[config.mk]
export PLATFORM = sky130hd
export DESIGN_NAME = multiplexor_scan_flat
export DESIGN_NICKNAME = d
export VERILOG_FILES = /design/src/rtl/multiplexor_scan_if.sv /design/src/rtl/multiplexor_scan.sv /design/src/flat_wrapper.sv
export SDC_FILE = /design/constraint.sdc
export NUM_CORES = 1
export LEC_CHECK = 0
export CAP_MARGIN = 0
export CORE_AREA = 2 2 91 137
export DETAILED_ROUTE_END_ITERATION = 6
export DIE_AREA = 0 0 93 139
export GPL_TIMING_DRIVEN = 0
export PLACE_DENSITY_LB_ADDON = 0.3
export SLEW_MARGIN = 5
export SYNTH_ARGS = -nofsm -noshare
export SYNTH_HDL_FRONTEND = slang
export SYNTH_SLANG_ARGS = --single-unit
[constraint.sdc]
create_clock -name clk -period 3.3 [get_ports clk]
set_input_delay 0.99 -clock clk [delete_from_list [all_inputs] [get_ports clk]]
set_output_delay 0.99 -clock clk [all_outputs]
set_load 0.02 [all_outputs]
[src/rtl/multiplexor_scan_if.sv]
// Bus between the operation multiplexor side and the scan sequencer/result collector.
// The master drives the scan request, mux result and readback index; the slave drives the rest.
interface multiplexor_scan_if #(
  parameter int NUM_OPS = 6,
  parameter int WIDTH   = 16
);
  logic               start;
  logic [WIDTH-1:0]   R;
  logic               en;
  logic [2:0]         SEL;
  logic               busy;
  logic               done;
  logic [NUM_OPS-1:0] valid;
  logic               err;
  logic [2:0]         RD_SEL;
  logic [WIDTH-1:0]   Q;

  modport master (
    output start, R, en, RD_SEL,
    input  SEL, busy, done, valid, err, Q
  );

  modport slave (
    input  start, R, en, RD_SEL,
    output SEL, busy, done, valid, err, Q
  );
endinterface

[src/rtl/multiplexor_scan.sv]
// Steps SEL through every operation code, waits SETTLE cycles per step, captures R into a
// per-operation bank when en is high, and pulses done at the end; the bank is read back via RD_SEL.
module multiplexor_scan #(
  parameter int NUM_OPS = 6,
  parameter int SETTLE  = 1,
  parameter int WIDTH   = 16
) (
  input  logic                 clk,
  input  logic                 rst,
  multiplexor_scan_if.slave    bus
);

  typedef enum logic [1:0] {
    IDLE,
    SETTLE_WAIT,
    SAMPLE,
    DONE
  } state_t;

  localparam logic [2:0] LAST_SEL   = 3'(NUM_OPS - 1);
  localparam logic [3:0] SETTLE_CNT = 4'(SETTLE);
  // With no settle time every op goes straight to its sample cycle.
  localparam state_t     STEP_STATE = (SETTLE == 0) ? SAMPLE : SETTLE_WAIT;

  state_t           state;
  logic [3:0]       count;
  logic [WIDTH-1:0] bank [NUM_OPS];

  always_ff @(posedge clk) begin
    if (rst) begin
      // NOTE: sequential state uses non-blocking assignments so every flop samples pre-edge values.
      state     <= IDLE;
      count     <= '0;
      bus.SEL   <= '0;
      bus.busy  <= 1'b0;
      bus.done  <= 1'b0;
      bus.valid <= '0;
      bus.err   <= 1'b0;
      // NOTE: the bank is a small register file that must read as zero after reset, so it is
      // reset explicitly; a true RAM macro could not be cleared this way.
      for (int i = 0; i < NUM_OPS; i++) bank[i] <= '0;
    end else begin
      bus.done <= 1'b0;
      case (state)
        IDLE: begin
          if (bus.start) begin
            bus.SEL   <= '0;
            bus.valid <= '0;
            bus.err   <= 1'b0;
            bus.busy  <= 1'b1;
            count     <= SETTLE_CNT;
            state     <= STEP_STATE;
          end
        end

        SETTLE_WAIT: begin
          count <= count - 4'd1;
          if (count == 4'd1) state <= SAMPLE;
        end

        SAMPLE: begin
          if (bus.en) begin
            bank[bus.SEL]      <= bus.R;
            bus.valid[bus.SEL] <= 1'b1;
          end else begin
            bus.err <= 1'b1;
          end
          if (bus.SEL == LAST_SEL) begin
            bus.done <= 1'b1;
            state    <= DONE;
          end else begin
            bus.SEL <= bus.SEL + 3'd1;
            count   <= SETTLE_CNT;
            state   <= STEP_STATE;
          end
        end

        DONE: begin
          bus.busy <= 1'b0;
          bus.SEL  <= '0;
          state    <= IDLE;
        end

        default: state <= IDLE;
      endcase
    end
  end

  // Zero-latency readback; indices past the last op read as zero.
  always_comb begin
    // NOTE: default first so no path leaves Q unassigned and infers a latch.
    bus.Q = '0;
    for (int i = 0; i < NUM_OPS; i++) begin
      if (bus.RD_SEL == 3'(i)) bus.Q = bank[i];
    end
  end

endmodule

[src/flat_wrapper.sv]
// flat-port wrapper written by rule: the top's interface ports become plain ports
module multiplexor_scan_flat 
#(
  parameter int NUM_OPS = 6,
  parameter int SETTLE  = 1,
  parameter int WIDTH   = 16
)
  (clk, rst, bus_start, bus_R, bus_en, bus_RD_SEL, bus_SEL, bus_busy, bus_done, bus_valid, bus_err, bus_Q);
  multiplexor_scan_if #(.NUM_OPS(NUM_OPS), .WIDTH(WIDTH)) bus_i ();
  input  logic clk;
  input  logic rst;
  input wire logic [$bits(bus_i.start)-1:0] bus_start;
  input wire logic [$bits(bus_i.R)-1:0] bus_R;
  input wire logic [$bits(bus_i.en)-1:0] bus_en;
  input wire logic [$bits(bus_i.RD_SEL)-1:0] bus_RD_SEL;
  output wire logic [$bits(bus_i.SEL)-1:0] bus_SEL;
  output wire logic [$bits(bus_i.busy)-1:0] bus_busy;
  output wire logic [$bits(bus_i.done)-1:0] bus_done;
  output wire logic [$bits(bus_i.valid)-1:0] bus_valid;
  output wire logic [$bits(bus_i.err)-1:0] bus_err;
  output wire logic [$bits(bus_i.Q)-1:0] bus_Q;
  assign bus_i.start = bus_start;
  assign bus_i.R = bus_R;
  assign bus_i.en = bus_en;
  assign bus_i.RD_SEL = bus_RD_SEL;
  assign bus_SEL = bus_i.SEL;
  assign bus_busy = bus_i.busy;
  assign bus_done = bus_i.done;
  assign bus_valid = bus_i.valid;
  assign bus_err = bus_i.err;
  assign bus_Q = bus_i.Q;
  multiplexor_scan #(.NUM_OPS(NUM_OPS), .SETTLE(SETTLE), .WIDTH(WIDTH)) u_core (.clk(clk), .rst(rst), .bus(bus_i));
endmodule
**Word-level counts from Yosys, hierarchy flattened**

Memories as Yosys holds them, arrays and structs flattened.
Index checks and enable logic that the tools add are counted.

- Output and inout port bits: 28
- Memories kept: 1
- Input port bits: 23
- Bits in writable memories: 96
- Bits in latches: 0
- Flip-flop bits (word level): 18
- ROM bits: 0

Memories:

| name | words | bits a word | rd ports | clocked after Yosys merged registers in | write ports | RTL line | text |
|---|---|---|---|---|---|---|---|
| u_core.bank | 6 | 16 | 6 | 0 | 6 | multiplexor_scan.sv:27 | `logic [WIDTH-1:0] bank [NUM_OPS];` |

- $lt $le $gt $ge: 2
- Add/sub/neg operators: 2
- Divide/modulo/power cells: 0
- Mux-type cells: 36
- Shift operators: 0
- Reduce and logical (&&, ||, !) cells: 15
- Eq/ne operators: 15
- Bitwise logic cells: 2
- $mul: 0

Operator list:

| operator | number |
|---|---|
| 16-bit two-way mux | 7 |
| 16-bit OR reduction | 1 |
| 1-bit two-way mux | 12 |
| 6-bit two-way mux | 2 |
| 4-bit one-hot mux with 3 select lines | 1 |
| 6-bit one-hot mux with 2 select lines | 1 |
| 3-bit AND reduction | 4 |
| 3-bit equality test (second input constant) | 3 |
| 3-bit two-way mux | 3 |
| 3-bit one-hot mux with 3 select lines | 1 |
| 4-bit two-way mux | 2 |
| 2-bit != test (second input constant) | 4 |
| 2-bit one-hot mux with 4 select lines | 1 |
| 3-bit by 2-bit equality test with 1-bit output (second input constant) | 2 |
| 2-bit two-way mux | 3 |
| 6-bit OR | 1 |
| 3-bit nonzero test | 2 |
| 2-bit equality test (second input constant) | 2 |
| 4-bit by 1-bit equality test with 1-bit output (second input constant) | 1 |
| 3-bit by 4-bit < comparator with 1-bit output (second input constant) | 1 |
| 1-bit one-hot mux with 2 select lines | 2 |
| 2-bit AND reduction | 2 |
| 2-bit nonzero test | 2 |
| 4-bit by 1-bit subtractor with 4-bit output (second input constant) | 1 |
| other kinds (11) | 11 |

**Depth between registers and ports, before layout**

Gate-level depths: netlist of the first run.

- Word-level depth: 7
- Gate-level depth with buffers: 8
- Gate-level depth less buffers: 5

**Worst setup path before layout of the first run**

No wires, ideal clock.

- Path kind: input -> output
- From: in bus_RD_SEL[1]
- To: out bus_Q[10]
- Slack: 146 ps
- Cell stages on the path: 6
- Path buffers: 3
- Data arrival time: 2164 ps
- Path through: buf_2 -> nor2b_1 -> clkbuf_1 -> buf_2 -> a2bb2oi_1 -> o221ai_1

- Longest elaborated chain between the ends: 7
- Elaborated cells on any way between the ends: 12
- Those cells by class: eq/ne (5); mux (6); reduce/logical (1)

RTL lines:

| what | RTL line | text |
|---|---|---|
| start, declared | flat_wrapper.sv:15 | `input wire logic [$bits(bus_i.RD_SEL)-1:0] bus_RD_SEL;` |
| 3-bit logical NOT | multiplexor_scan.sv:94 | `if (bus.RD_SEL == 3'(i)) bus.Q = bank[i];` |
| 16-bit two-way mux (5 in a row) | multiplexor_scan.sv:94 |  |
| 16-bit two-way mux * | multiplexor_scan.sv:94 |  |
| end, declared | flat_wrapper.sv:21 | `output wire logic [$bits(bus_i.Q)-1:0] bus_Q;` |

Every way passes the cells marked *; elsewhere a longest branch is shown, timed or not.

**Worst setup path after layout of the first run**

- From: in bus_RD_SEL[0]
- To: out bus_Q[4]

The elaborated chain is that of the path after synthesis.

==> results of run 1 <==
-- through the flow --
step	utilization (%)	cell area, sq um	hold WS [ns]	total power [W]	setup TNS, ns
4_1_cts	55.93	6584	0.4593	0.004309	-0.04681
3_3_place_gp	49.49	5826	0.4481	0.002350	-95.52
2_1_floorplan	-	5164	0.4526	0.002149	0
5_1_grt	55.80	6569	0.4812	0.004447	-0.08493
3_5_place_dp	50.41	5934	0.4509	0.002381	-10.12
6_report	55.80	6569	0.4493	0.004283	0
-- Yosys cell counts, types with 5 or more instances --
| cell | instances | area, sq um |
|---|---|---|
| a21oi_1 | 7 | 35.03 |
| a2bb2oi_1 | 16 | 140.1 |
| a41oi_1 | 5 | 43.79 |
| and2_1 | 11 | 68.82 |
| buf_2 | 12 | 60.06 |
| clkbuf_1 | 15 | 56.30 |
| dfxtp_1 | 18 | 360.4 |
| edfxtp_1 | 96 | 2883 |
| ha_1 | 10 | 125.1 |
| inv_1 | 31 | 116.4 |
| mux2i_1 | 32 | 320.3 |
| nand2_1 | 41 | 153.9 |
| nor2_1 | 77 | 289.0 |
| nor2b_1 | 7 | 43.79 |
| o21ai_0 | 7 | 35.03 |
| o221ai_1 | 16 | 140.1 |
| o32ai_1 | 5 | 43.79 |
-- critical path, cell delays in order --
cell	delay, ns
clkbuf_4	0.19
buf_8	0.18
mux2i_1	0.24
a2bb2oi_1	0.18
o221ai_1	0.13
dlygate4sd2_1	0.34
-- worst paths after layout --
check / to / slack [ns]
setup reg to reg: u_core.bank[2][2] / 1.04
hold / removal: u_core.bus.valid[3] / 0.45
hold reg to reg: u_core.bus.valid[3] / 0.45
setup / recovery: bus_Q[4] / 0.04
-- power breakdown --
| group | internal [W] | total [W] | switching, W | leakage [nW] |
|---|---|---|---|---|
| Combinational | 0.000257 | 0.000639 | 0.000382 | 1.16 |
| Sequential | 0.00166 | 0.00171 | 0.0000511 | 1.14 |
| Clock | 0.00133 | 0.00193 | 0.000605 | 0.299 |
| Total | 0.00324 | 0.00428 | 0.00104 | 2.60 |
-- placed cells by master, fill, tap and decap left out, types with 2 or more instances in the layout --
cell	instances
a2111oi_0	2
a21oi_1	7
a2bb2oi_1	16
a41oi_1	5
and2_1	11
buf_2	12
buf_4	2
buf_6	2
buf_8	7
bufinv_16	5
clkbuf_1	13
clkbuf_16	17
clkbuf_2	3
clkbuf_4	3
clkdlybuf4s15_2	6
clkdlybuf4s50_1	31
clkinv_1	2
clkinv_2	3
clkinvlp_4	2
dfxtp_1	18
dlygate4sd2_1	4
edfxtp_1	96
ha_1	10
inv_1	31
mux2i_1	32
nand2_1	41
nand3_1	4
nand3b_1	2
nand4_1	2
nor2_1	77
nor2b_1	7
nor3_1	3
o211a_1	2
o21ai_2	6
o221ai_1	16
o31ai_1	2
o32ai_1	5
or3_1	2
or3b_1	2
-- cell type report --
| cell class | count | area, sq um |
|---|---|---|
| fillers | 1016 | 5202 |
| flip-flops and latches | 114 | 3243 |
| multi-input cells | 266 | 1703 |
| repair buffers | 53 | 529.3 |
| clock buffers | 20 | 436.7 |
| well taps | 153 | 191.4 |
| clock inverters | 12 | 187.7 |
| plain buffers | 27 | 161.4 |
| inverters | 31 | 116.4 |
-- routing by layer --
layer	track usage [%]	vias up	routed length, um	part of all wire [%]
met2	35.58	121	6518	54
met5	0	-	0	0
met3	5.489	30	604	5.0
met1	21.28	1782	4588	38
li1	-	1733	-	-
met4	10.22	0	368	3.0
-- cell families (layout without fill, tap and decap cells) --
group	count (synthesis)	in the layout	share of synthesized area, %
DFF	114	114	62.81
buffers and inverters	60	143	4.725
adders and majority gates	10	10	2.423
muxes	33	33	6.421
AOI/OAI and AO/OA	66	66	10.18
and+or+nand+nor	157	157	13.45
-- flip-flops by register name, summed over array words and instances, names as in the netlist --
name	count
u_core.bus.busy	1
u_core.bus.err	1
u_core.bus.valid	6
u_core.bank	96
u_core.count	4
u_core.bus.done	1
u_core.state	2
u_core.bus.SEL	3
-- timing repair --
action / 4_1_cts / 5_1_grt
cloned: 0 / 0
gates resized for setup: 58 / 19
setup endpoints to repair: 16 / 14
hold endpoints to repair: 0 / 0
==> flow_metrics.py, run 1 <==
metrics = {
    "yosys": {
        "avgSynthCellArea_sq_um": 11.74,
        "ys.flop_type": "edfxtp_1",
        "netlist_instances": 440,
        "synth_warnings": 0,
        "syn_area_sq_um": 5164,
        "synth_async_sr_flop_share_pct": 0,
        "syn_nets": 473,
        "seq_area_frac_synth_pct": 62.81,
        "synth_edf_count": 96,
        "ys_ff_latch": 114,
        "ys_types": 37,
    },
    "layout": {
        "area_growth_pct": 27.21,
        "nets": 543,
        "antennaDiodeCount": 0,
        "drive_above_1_share_pct": 13.77,
        "final_cell_count_no_fill": 676,
    },
    "floorplan": {
        "fp.dieH_um": 139,
        "die-area_sq_um": 12930,
        "num_rows": 49,
        "io_pins": 51,
        "die_width_um": 93,
        "start_util_pct": 43.87,
        "core_area_sq_um": 11770,
    },
    "worst_setup_path": {
        "r2r_start": "u_core.state[0]",
        "path_max_fanout": 10,
        "worstPathArrival_ns": 2.27,
        "start_kind": "primary input",
        "required_ns": 2.31,
        "reg2regPathDepth": 6,
        "path_class": "in -> out",
        "startpoint": "bus_RD_SEL[0]",
        "cp-end-kind": "output pin",
    },
    "global_routing": {
        "grt_pass1_wl_um": 19360,
        "overflow": 0,
        "grt_pass1_vias": 3848,
        "groute.usage.overall_pct": 20.00,
        "antenna_found_initial": 0,
        "grt_max_degree": 17,
    },
    "power": {
        "ir_drop_mv": 0.4696,
        "p_leak_nw": 2.598,
        "power_density_nw_per_um2": 652.0,
    },
    "clocking": {
        "numCtsBuffers": 17,
        "htreeDepth": 4,
        "clock_tree.root_cell": "clkbuf_16",
        "cts_sinks": 114,
        "cts_hold_buf": 0,
        "cts_tree": "done",
        "post_cts_buffers": 0,
        "path_clk_slew_ns": 0.05,
        "clk_latency_ns": 0.40,
        "ctsLongestPathBuffers": 2,
    },
    "placement": {
        "hpwl_um": 8362,
        "dp.cells": 646,
        "port_buffers": 47,
        "pre_cts_slack_ns": -0.8434,
        "gp_congestion": 0.8293,
    },
    "routing": {
        "avgRoutedWirePerCell_um": 17.87,
        "drc": 0,
        "via_count": 3666,
        "dr.pass1.iters": 7,
        "drt-initial-drc-count": 269,
        "ant_nets": 0,
        "wl_um": 12080,
        "detail_route.vias_per_cell": 5.423,
    },
    "job": {
        "max-cap-violations": 0,
    },
    "timing": {
        "slew_violations": 0,
        "setup_viol": 0,
        "max_slew_margin_pct": 56.29,
        "fin_worst_skew_ns": 0.006432,
        "hold_viol": 0,
        "post-route-period-util_pct": 98.67,
        "fin_ws_ns": 0.04385,
        "post-route-min-period_ns": 3.256,
        "fmax_ghz": 0.3071,
        "worst_pin_slew_ns": 0.6556,
    },
    "hold_path": {
        "whs_path_depth": 2,
        "min_path_type": "reg -> reg",
        "min_from": "u_core.bus.valid[3]",
    },
    "status": {
        "status": "completed",
    },
}
(Power assumes the default switching activity.)
==> run 2, diff against run 1 <==
CTS_CLUSTER_SIZE = 12   (was default)
SETUP_SLACK_MARGIN = 0.4   (was default)
clock period = 3.6 ns   (was 3.3 ns; I/O delays follow)
==> run 2 against run 1 <==
First-iteration DRC count up 1.5%; combinational power grew 3%; critical path depth unchanged; wire length is 5.0% higher.
==> flow_metrics.py, run 2 (synthesized netlist as in run 1, its figures left out) <==
metrics = {
    "clocking": {
        "clk_latency_ns": 0.41,
        "numCtsBuffers": 17,
        "clock_tree.root_cell": "clkbuf_16",
        "path_clk_slew_ns": 0.05,
        "htreeDepth": 4,
        "cts_tree": "done",
        "cts_hold_buf": 0,
        "ctsLongestPathBuffers": 2,
        "cts_sinks": 114,
    },
    "layout": {
        "layout_commonest_cell": "edfxtp_1",
        "nFillCells": 953,
        "largest-register": "u_core.bank",
        "nets": 551,
        "fin_util_pct": 59.33,
        "multiInputGateArea_sq_um": 1981,
        "seq_area_sq_um": 3243,
        "final_cell_mix": "edfxtp_1 (96), nor2_1 (77), nand2_1 (37)",
        "largest_reg_flops": 96,
        "area_growth_pct": 35.26,
        "drive_above_1_share_pct": 23.02,
        "reg_top3": "u_core.bank: 96 flops, u_core.bus.valid: 6 flops, u_core.count: 4 flops",
        "antennaDiodeCount": 0,
    },
    "power": {
        "pwr-share-comb_pct": 16.8,
        "p_sw_w": 0.0009910,
        "clkPwrFrac_pct": 43.2,
        "total_power_w": 0.003933,
        "switching_share_pct": 25.19,
        "p_int_w": 0.002942,
        "p_leak_nw": 2.707,
        "seqPwrFrac_pct": 40.1,
        "power_density_nw_per_um2": 563.2,
        "ir_drop_mv": 0.3992,
    },
    "floorplan": {
        "die_width_um": 93,
        "num_rows": 49,
        "core_area_sq_um": 11770,
        "fp.dieH_um": 139,
        "die-area_sq_um": 12930,
        "start_util_pct": 43.87,
        "io_pins": 51,
    },
    "global_routing": {
        "grt_pass1_wl_um": 19530,
        "antenna_found_initial": 0,
        "groute.usage.overall_pct": 20.25,
        "grt_max_degree": 17,
        "grt_pass1_vias": 3818,
        "overflow": 0,
    },
    "timing": {
        "slew_violations": 0,
        "setup_viol": 0,
        "post-route-min-period_ns": 3.194,
        "rsz0062_at_grt": "yes",
        "fin_worst_skew_ns": 0.006528,
        "worst_pin_slew_ns": 0.9711,
        "max_slew_margin_pct": 35.25,
        "post-route-period-util_pct": 88.73,
        "fmax_ghz": 0.3131,
        "hold_viol": 0,
    },
    "routing": {
        "detail_route.vias_per_cell": 5.378,
        "ant_nets": 0,
        "avgRoutedWirePerCell_um": 18.57,
        "drt-initial-drc-count": 273,
        "drc": 0,
        "wl_um": 12680,
        "via_count": 3673,
        "dr.pass1.iters": 5,
    },
    "worst_setup_path": {
        "critPathBufInv": 3,
        "cp_slowest_cell": "mux2i_1",
        "required_ns": 2.52,
        "start_kind": "primary input",
        "crit_chain": "buf_8 > buf_12 > mux2i_1 > a2bb2oi_1 > o221ai_1 > buf_4",
        "critPathTopFamily": "buffers and inverters",
        "path_max_fanout": 8,
        "worstPathArrival_ns": 2.11,
        "critical-path-max-stage-delay_ns": 0.20,
        "path_class": "in -> out",
        "cp-end-kind": "output pin",
    },
    "hold_path": {
        "min_path_type": "reg -> reg",
    },
    "placement": {
        "port_buffers": 47,
        "hpwl_um": 8494,
        "gp_congestion": 0.8422,
    },
    "status": {
        "status": "completed",
    },
    "job": {
        "max-cap-violations": 0,
    },
}
==> run 2: cell count changes in the layout (fill, tap and decap cells not counted), sizes merged <==
cell	change
dlygate4sd2	-4
clkdlybuf4s15	-6
clkbuf	-3
clkinv	+2
buf	+19
bufinv	-1
==> run 2: layout make-up <==
type	count	share of cell area, %
clock buffer	18	6.145
tap	153	2.741
clock inverter	13	2.401
multi-input combinational	266	28.36
timing repair buffer	59	8.384
inverter	31	1.666
sequential	114	46.43
buffer	29	3.870
==> run 2: through the flow <==
stage,hold slack (ns),cells,setup WS (ns),TNS (ns),instance area [sq um]
3_5_place_dp,0.4502,644,-0.6628,-8.144,5974
5_1_grt,0.4800,683,0.3469,0,6984
6_report,0.4480,683,0.4059,0,6984
2_1_floorplan,0.4526,440,0.3953,0,5234
4_1_cts,0.4584,676,0.3437,0,6740
3_3_place_gp,0.4455,640,-0.8682,-71.36,5896
==> run 2: what timing repair did <==
action                                  4_1_cts  5_1_grt
resized for setup                           121       39
gates cloned                                  1        2
pin swaps                                     3        3
endpoints found under the setup margin       16       16
setup buffers                                 0        5
==> run 2: path summary, 6_finish.rpt <==
check / to / cells after the start / slack, ns / start
setup reg to reg: u_core.bank[0][9] / 5 / 1.22 / u_core.state[0]
hold / removal: u_core.bus.valid[3] / 2 / 0.45 / u_core.bus.valid[3]
setup / recovery: bus_Q[3] / 6 / 0.41 / bus_RD_SEL[0]
hold reg to reg: u_core.bus.valid[3] / 2 / 0.45 / u_core.bus.valid[3]
==> run 2: power by group through the flow <==
stage	registers [W]	logic [W]	clock network, W
after global routing	0.00158	0.000723	0.00178
after detailed placement	0.00159	0.000601	0
after floorplan	0.00160	0.000383	0
after global placement	0.00159	0.000573	0
after CTS	0.00157	0.000625	0.00171
final	0.00158	0.000659	0.00170
==> run 2: worst register-to-register path, cell delays in order, from the launching register on <==
cell and delay (ns):
dfxtp_1 0.35, inv_1 0.13, ha_1 0.18, buf_2 0.22, nand2_1 0.27, o21ai_2 0.85
==> run 2: routing by layer <==
metal / part of all wire, % / track usage (%) / up-vias
met3: 5.3 / 4.946 / 26
met2: 56 / 36.99 / 127
met1: 36 / 21.66 / 1776
met5: 0 / 0 / -
li1: - / - / 1744
met4: 2.6 / 8.978 / 0
